## src/rtl/alu_sequencer.sv

```systemverilog
// Register-to-register sequencer around a combinational 4-bit ALU: holds a 4x4 register file,
// drives operands for a programmable settle time, then writes back the result and status.
module alu_sequencer #(
    parameter int unsigned SETTLE_CYCLES = 1
) (
    input  logic        iClk,
    input  logic        iRst,
    input  logic        iValid,
    input  logic [13:0] iInstr,
    output logic        ready,
    output logic [3:0]  opCode,
    output logic [3:0]  aluA,
    output logic [3:0]  aluB,
    input  logic [3:0]  aluResult,
    input  logic [4:0]  aluStatus,
    output logic [4:0]  flags,
    output logic        done,
    input  logic [1:0]  rdSel,
    output logic [3:0]  rdData
);

    typedef enum logic [1:0] {StIdle, StExec, StWb} state_e;

    localparam logic [3:0] CntInit = 4'(SETTLE_CYCLES - 1);
    localparam logic [3:0] OpLoad  = 4'b0000;
    localparam logic [3:0] OpNop   = 4'b1111;

    state_e      state;
    logic [3:0]  regs [4];
    logic [13:0] instr;
    logic [3:0]  cnt;
    logic [4:0]  flags_r;

    logic [3:0] op;
    logic [1:0] dst;
    logic [1:0] src_a;
    logic [1:0] src_b;
    logic [3:0] imm;

    assign op    = instr[13:10];
    assign dst   = instr[9:8];
    assign src_a = instr[7:6];
    assign src_b = instr[5:4];
    assign imm   = instr[3:0];

    always_ff @(posedge iClk) begin
        if (iRst) begin
            state   <= StIdle;
            instr   <= '0;
            cnt     <= '0;
            flags_r <= '0;
            for (int i = 0; i < 4; i++) begin
                regs[i] <= '0;
            end
        end else begin
            unique case (state)
                StIdle: begin
                    if (iValid) begin
                        instr <= iInstr;
                        cnt   <= CntInit;
                        state <= StExec;
                    end
                end
                StExec: begin
                    if (cnt == '0) begin
                        // Operands come straight from the file, so aliasing dst reads the old value.
                        if (op == OpLoad) begin
                            regs[dst] <= imm;
                        end else if (op != OpNop) begin
                            regs[dst] <= aluResult;
                            flags_r   <= aluStatus;
                        end
                        state <= StWb;
                    end else begin
                        cnt <= cnt - 4'd1;
                    end
                end
                StWb: begin
                    state <= StIdle;
                end
                default: begin
                    state <= StIdle;
                end
            endcase
        end
    end

    always_comb begin
        ready  = (state == StIdle);
        done   = (state == StWb);
        opCode = '0;
        aluA   = '0;
        aluB   = '0;
        if (state == StExec) begin
            opCode = op;
            aluA   = regs[src_a];
            aluB   = regs[src_b];
        end
    end

    assign flags  = flags_r;
    assign rdData = regs[rdSel];

endmodule

```

## config.mk

```make
export PLATFORM = sky130hd
export DESIGN_NAME = alu_sequencer
export DESIGN_NICKNAME = d
export VERILOG_FILES = /design/src/rtl/alu_sequencer.sv
export SDC_FILE = /design/constraint.sdc
export NUM_CORES = 1
export LEC_CHECK = 0
export CAP_MARGIN = 20
export CORE_AREA = 2 2 76 78
export DETAILED_ROUTE_END_ITERATION = 8
export DIE_AREA = 0 0 78 80
export GPL_ROUTABILITY_DRIVEN = 0
export HOLD_SLACK_MARGIN = 0.08
export PLACE_DENSITY = 0.8
export SLEW_MARGIN = 20
export SYNTH_ARGS = -nofsm -noshare
export SYNTH_HDL_FRONTEND = slang
export SYNTH_SLANG_ARGS = --single-unit
```

## constraint.sdc

```tcl
create_clock -name iClk -period 1.9 [get_ports iClk]
set_input_delay 0.57 -clock iClk [delete_from_list [all_inputs] [get_ports iClk]]
set_output_delay 0.57 -clock iClk [all_outputs]
set_load 0.01 [all_outputs]
```

==> results of run 1 <==
## registers in the layout, indices dropped and copies added, names as in the netlist, named ones only
register	count
state	2
regs	16
instr	14
cnt	4
flags	5
## power by group through the flow
stage               Clock (mW)  Combinational (mW)  Sequential (mW)
floorplan                    0               0.270             1.13
global placement             0               0.489             1.13
detailed placement           0               0.499             1.14
CTS                      0.870               0.489             1.11
global route             0.913               0.578             1.13
finish                   0.853               0.530             1.12
## kinds of logic (layout without fill, tap and decap cells)
| logic type | Yosys count | in the layout | synth area share [%] |
|---|---|---|---|
| and+or+nand+nor | 91 | 91 | 21.60 |
| buffers and inverters | 14 | 85 | 2.864 |
| AOI/OAI and AO/OA | 25 | 25 | 7.517 |
| DFF | 45 | 45 | 50.60 |
| adders and majority gates | 2 | 2 | 1.193 |
| muxes | 19 | 19 | 16.23 |
## worst paths after layout
path | slack [ns] | to | start | cells past startpoint
worst max-delay path | -0.14 | aluB[2] | regs[2][2] | 3
worst min-delay path | 0.46 | instr[3] | instr[3] | 2
worst max register to register | 0.08 | regs[2][1] | cnt[1] | 8
worst min register to register | 0.46 | instr[3] | instr[3] | 2
## metrics by stage
step | area [µm²] | total power [mW] | hold WS (ns) | setup WS, ns
floorplan | 2122 | 1.395 | 0.4359 | 0.01449
global placement | 2830 | 1.623 | 0.4477 | -0.8741
detailed placement | 2830 | 1.636 | 0.4500 | -0.8840
CTS | 2923 | 2.474 | 0.4618 | -0.1450
global route | 3007 | 2.616 | 0.4808 | -0.1887
finish | 3007 | 2.498 | 0.4576 | -0.1392
## synthesized netlist by cell type (all sizes together), types with 4 or more instances
cell,instances,share of area (%)
inv,6,1.1
a21oi,16,3.8
mux2i,7,3.3
mux4,12,13
clkbuf,7,1.3
and2,13,3.9
nand2,31,5.5
edfxtp,16,23
dfxtp,29,28
nor2,23,4.1
nand2b,4,1.2
or3,4,1.2
## final cells by class
cell class / count / area share [%]
clock buffers: 5 / 2.289
clock inverters: 3 / 2.289
inverters: 6 / 0.7491
multi-input cells: 137 / 34.87
flip-flops and latches: 45 / 35.58
well taps: 72 / 2.996
repair buffers: 71 / 21.22
## worst reg2reg max path: cells and delay by family, from the launching register on
kind	cells	cell delay, ns
and+or+nand+nor	3	0.47
buffers and inverters	3	0.41
DFF	1	0.33
muxes	1	0.23
adders and majority gates	1	0.15
## per-layer routing
layer / up-vias / wire (µm)
met3: 5 / 305
met1: 789 / 1846
met2: 52 / 2286
met4: 0 / 43
met5: - / 0
li1: 832 / -
## timing repair
action	in CTS	in global routing
resized for setup	80	22
buffers inserted	2	0
hold buffers	0	0
endpoints found under the setup margin	43	33
pin swaps	11	4
==> results_dict.tcl, run 1 <==
set metrics [dict create \
    outcome "finished, violations left" \
    violations "negative setup slack" \
    async_flop_share_pct 0 \
    crit_chain "mux4_2 -> and2_1 -> buf_2" \
    finalCritPeriodShare_pct 107.3 \
    final_util_pct 55.63 \
    clock.fmax_ghz 0.4904 \
    regArea_mm2 0.001070 \
    instances_no_fill 339 \
    crit_family "multiplexers" \
    grt_pass1_vias 1648 \
    setup_viol 12 \
    yosysWarnings 0 \
    synth_seq_area_share_pct 50.60 \
    multi_input_area_mm2 0.001049 \
    cp-end-kind "output port" \
    final_cell_mix "nand2_1 (31), clkdlybuf4s50_1 (29), dfxtp_1 (26)" \
    clkPwrFrac_pct 34.1 \
    ir_worst_vdd_mv 0.4772 \
    gr-usage-met3_pct 4.638 \
    fillers 472 \
    switching_share_pct 23.97 \
    rsz0062_at_grt "true" \
    io_buffers 50 \
    postSynthRegisterBits 45 \
    synth_edf_count 16 \
    tightest_slew_ns 0.3554 \
    internal_power_mw 1.899 \
    switching_power_mw 0.5986 \
    num_antenna_cells 0 \
    met2_usage_pct 26.47 \
    wl_per_cell_um 13.22 \
    route.detailed.drc 0 \
    crit_path_top_delay_cell "mux4_2" \
    min_period_ns 2.039 \
    worstHoldPathType "flop to flop" \
    drv_slew 0 \
    critPathKind "flop to output port" \
    antenna_found_initial 0 \
    dp_cells 329 \
    layout_commonest_cell "nand2_1" \
    crit_fanout 3 \
    finalWorstSetupSlack_ns -0.1392 \
    synth_flop_cell "dfxtp_1" \
    ant_nets 0 \
    pin_count 51 \
    worstSetupStartpointType "flop" \
    initial_core_util_pct 38.80 \
    grt_busiest_layer "met2" \
    max_slew_margin_pct 76.23 \
    nets 296 \
    worstPathArrival_ns 1.47 \
    syn_inst 196 \
    worstPathRequired_ns 1.33 \
    grt_max_degree 29 \
    cts_buffers 5 \
    grt-ovfl-total 0 \
    routed_wl_mm 4.482 \
    netlist_area_mm2 0.002097 \
    tns_ns -1.041 \
    power_frac_comb_pct 21.2 \
    fin_skew_ns 0.003679 \
    p_leak_nw 1.239 \
    drtIter0Drc 130 \
    fp-row-count 27 \
    die-area_mm2 0.006240 \
    root_buffer "clkbuf_8" \
    syn_area_per_cell_um2 10.70 \
    clk_latency_ns 0.30 \
    synth_cell_types 31 \
    dieWidth_um 78 \
    dp_hpwl_mm 3.388 \
    avgViaCountPerCell 4.950 \
    firstDrtPassIters 4 \
    seqPwrFrac_pct 44.7 \
    die_y_um 80 \
    postSynthNetCount 226 \
    cts_buffer_depth 2 \
    worst-path-buf-inv 1 \
    routed-via-count 1678 \
    critical-path-max-stage-delay_ns 0.47 \
    drv_cap 0 \
    core_area_mm2 0.005405 \
    syn_to_final_growth_pct 43.38 \
    power_density_mw_per_mm2 830.7 \
    grt_usage_pct 15.39 \
    cts_tree "done" \
    grt_pass1_wl_mm 7.417 \
    hold_violations 0 \
    gr-usage-met1_pct 18.30 \
    clock-sinks 45 \
    clkTransAtPathRegs_ns 0.09 \
    cts.htree.levels 2 \
    drive_gt1_share_pct 30.71 \
]
(Power assumes the default switching activity.)
==> run 2: changes to the inputs <==
--- a/config.mk
+++ b/config.mk
@@ -7,9 +7,11 @@
 export LEC_CHECK = 0
 export CAP_MARGIN = 20
 export CORE_AREA = 2 2 76 78
+export CTS_CLUSTER_DIAMETER = 60
 export DETAILED_ROUTE_END_ITERATION = 8
 export DIE_AREA = 0 0 78 80
 export GPL_ROUTABILITY_DRIVEN = 0
+export GPL_TIMING_DRIVEN = 0
 export HOLD_SLACK_MARGIN = 0.08
 export PLACE_DENSITY = 0.8
 export SLEW_MARGIN = 20
==> run 2 against run 1 <==
The run still ends with negative setup slack left. Highest routed layer unchanged. First-iteration DRC count fell by 45%. Register-to-register slack barely moved. Wire length rose by 8.1%. Via count rose by 1.2%. Combinational power rose by 4.0%. Non-clock buffer count rose by 9. Worst hold slack improved by 0.0032 ns. Total power fell by 9.4%. Die area did not move. Final cell count rose by 2.7%. Clock power fell by 31%. Setup slack got worse by 0.10 ns.
==> results_dict.tcl, run 2 (synthesized netlist as in run 1, its figures left out) <==
set metrics [dict create \
    outcome "finished, violations left" \
    violations "negative setup slack" \
    antenna_found_initial 0 \
    finalCritPeriodShare_pct 112.8 \
    largest_reg_flops 16 \
    worstPathArrival_ns 1.57 \
    route.detailed.drc 0 \
    io_buffers 50 \
    drive_gt1_share_pct 32.97 \
    grt_max_degree 16 \
    drtIter0Drc 71 \
    tightest_slew_ns 0.5057 \
    clk_latency_ns 0.30 \
    max_slew_margin_pct 66.29 \
    rsz0062_at_grt "true" \
    avgViaCountPerCell 4.879 \
    fillers 455 \
    grt_usage_pct 16.03 \
    cts_tree "done" \
    num_antenna_cells 0 \
    p_leak_nw 1.227 \
    final_cell_mix "nand2_1 (31), clkdlybuf4s50_1 (28), nor2_1 (23), dfxtp_1 (23)" \
    pin_count 51 \
    setup_viol 14 \
    worstSetupStartpointType "flop" \
    layout_commonest_cell "nand2_1" \
    cts.htree.levels 2 \
    dp_hpwl_mm 3.519 \
    tns_ns -1.800 \
    clkTransAtPathRegs_ns 0.09 \
    core_area_mm2 0.005405 \
    nets 305 \
    largest-register "regs" \
    worstPathRequired_ns 1.33 \
    fp-row-count 27 \
    routed-via-count 1698 \
    routed_wl_mm 4.843 \
    clock.fmax_ghz 0.4665 \
    die-area_mm2 0.006240 \
    hold_buffers 0 \
    worstHoldPathType "flop to flop" \
    cts_buffer_depth 2 \
    clock-sinks 45 \
    hold_violations 0 \
    wl_per_cell_um 13.92 \
    firstDrtPassIters 5 \
    initial_core_util_pct 38.80 \
    finalWorstSetupSlack_ns -0.2434 \
    drv_cap 0 \
    ir_worst_vdd_mv 0.4859 \
    syn_to_final_growth_pct 45.11 \
    instances_no_fill 348 \
    critPathKind "flop to output port" \
    min_period_ns 2.143 \
    power_density_mw_per_mm2 743.5 \
    dp_cells 318 \
    ant_nets 0 \
    grt-ovfl-total 0 \
    crit_fanout 2 \
    fin_skew_ns 0.005721 \
    dieWidth_um 78 \
    grt_pass1_vias 1702 \
    root_buffer "clkbuf_8" \
    die_y_um 80 \
    drv_slew 0 \
    grt_pass1_wl_mm 7.790 \
    cts_buffers 5 \
    cp-end-kind "output port" \
]
==> run 2: per-layer routing <==
layer / GRT usage (%) / part of all wire [%] / vias to the layer above
li1: - / - / 854
met1: 17.52 / 37 / 797
met2: 30.43 / 56 / 41
met3: 3.733 / 5.8 / 6
met4: 5.263 / 1.3 / 0
met5: 0 / 0 / -
==> run 2: final cells by class <==
class	count	area (µm²)	area share, %
sequential	45	1076	35.36
multi-input combinational	137	1057	34.74
timing repair buffer	72	659.4	21.67
tap	72	90.09	2.961
clock buffer	5	68.82	2.262
buffer	8	46.29	1.521
clock inverter	3	22.52	0.7401
inverter	6	22.52	0.7401
==> run 2: power breakdown <==
group,switching [mW],total (mW),leakage [nW],internal (mW)
logic,0.228,0.551,0.785,0.323
registers,0.0587,1.12,0.406,1.06
clock network,0.333,0.591,0.0364,0.258
total,0.620,2.26,1.23,1.64
==> run 2: what timing repair did <==
action / 4_1_cts / 5_1_grt
pin swaps: 14 / 9
resized for setup: 82 / 37
buffers inserted: 18 / 5
endpoints found under the setup margin: 50 / 39
==> run 2: path summary, 6_finish.rpt <==
path	startpoint	end	slack (ns)	cells past startpoint
setup / recovery	regs[3][1]	aluA[1]	-0.24	4
hold / removal	instr[3]	instr[3]	0.46	2
hold reg to reg	instr[3]	instr[3]	0.46	2
setup reg to reg	cnt[1]	regs[2][1]	0.08	7
==> run 2: critical path: stages (launching register included) <==
cell and delay, ns:
edfxtp_1 0.42, buf_6 0.14, mux4_2 0.45, and2_4 0.15
buf_6 0.11
==> run 2: per-stage QoR <==
stage          hold slack (ns)  setup slack, ns  area [µm²]  utilization, %  power (mW)
6_report                0.4608          -0.2434        3043           56.30       2.262
5_1_grt                 0.4864          -0.2942        3043           56.30       2.374
4_1_cts                 0.4638          -0.2555        2894           53.54       2.195
3_5_place_dp            0.4510          -0.8848        2713           50.19       1.579
3_3_place_gp            0.4452          -0.9045        2713           50.19       1.566
2_1_floorplan           0.4359          0.01449        2122               -       1.395
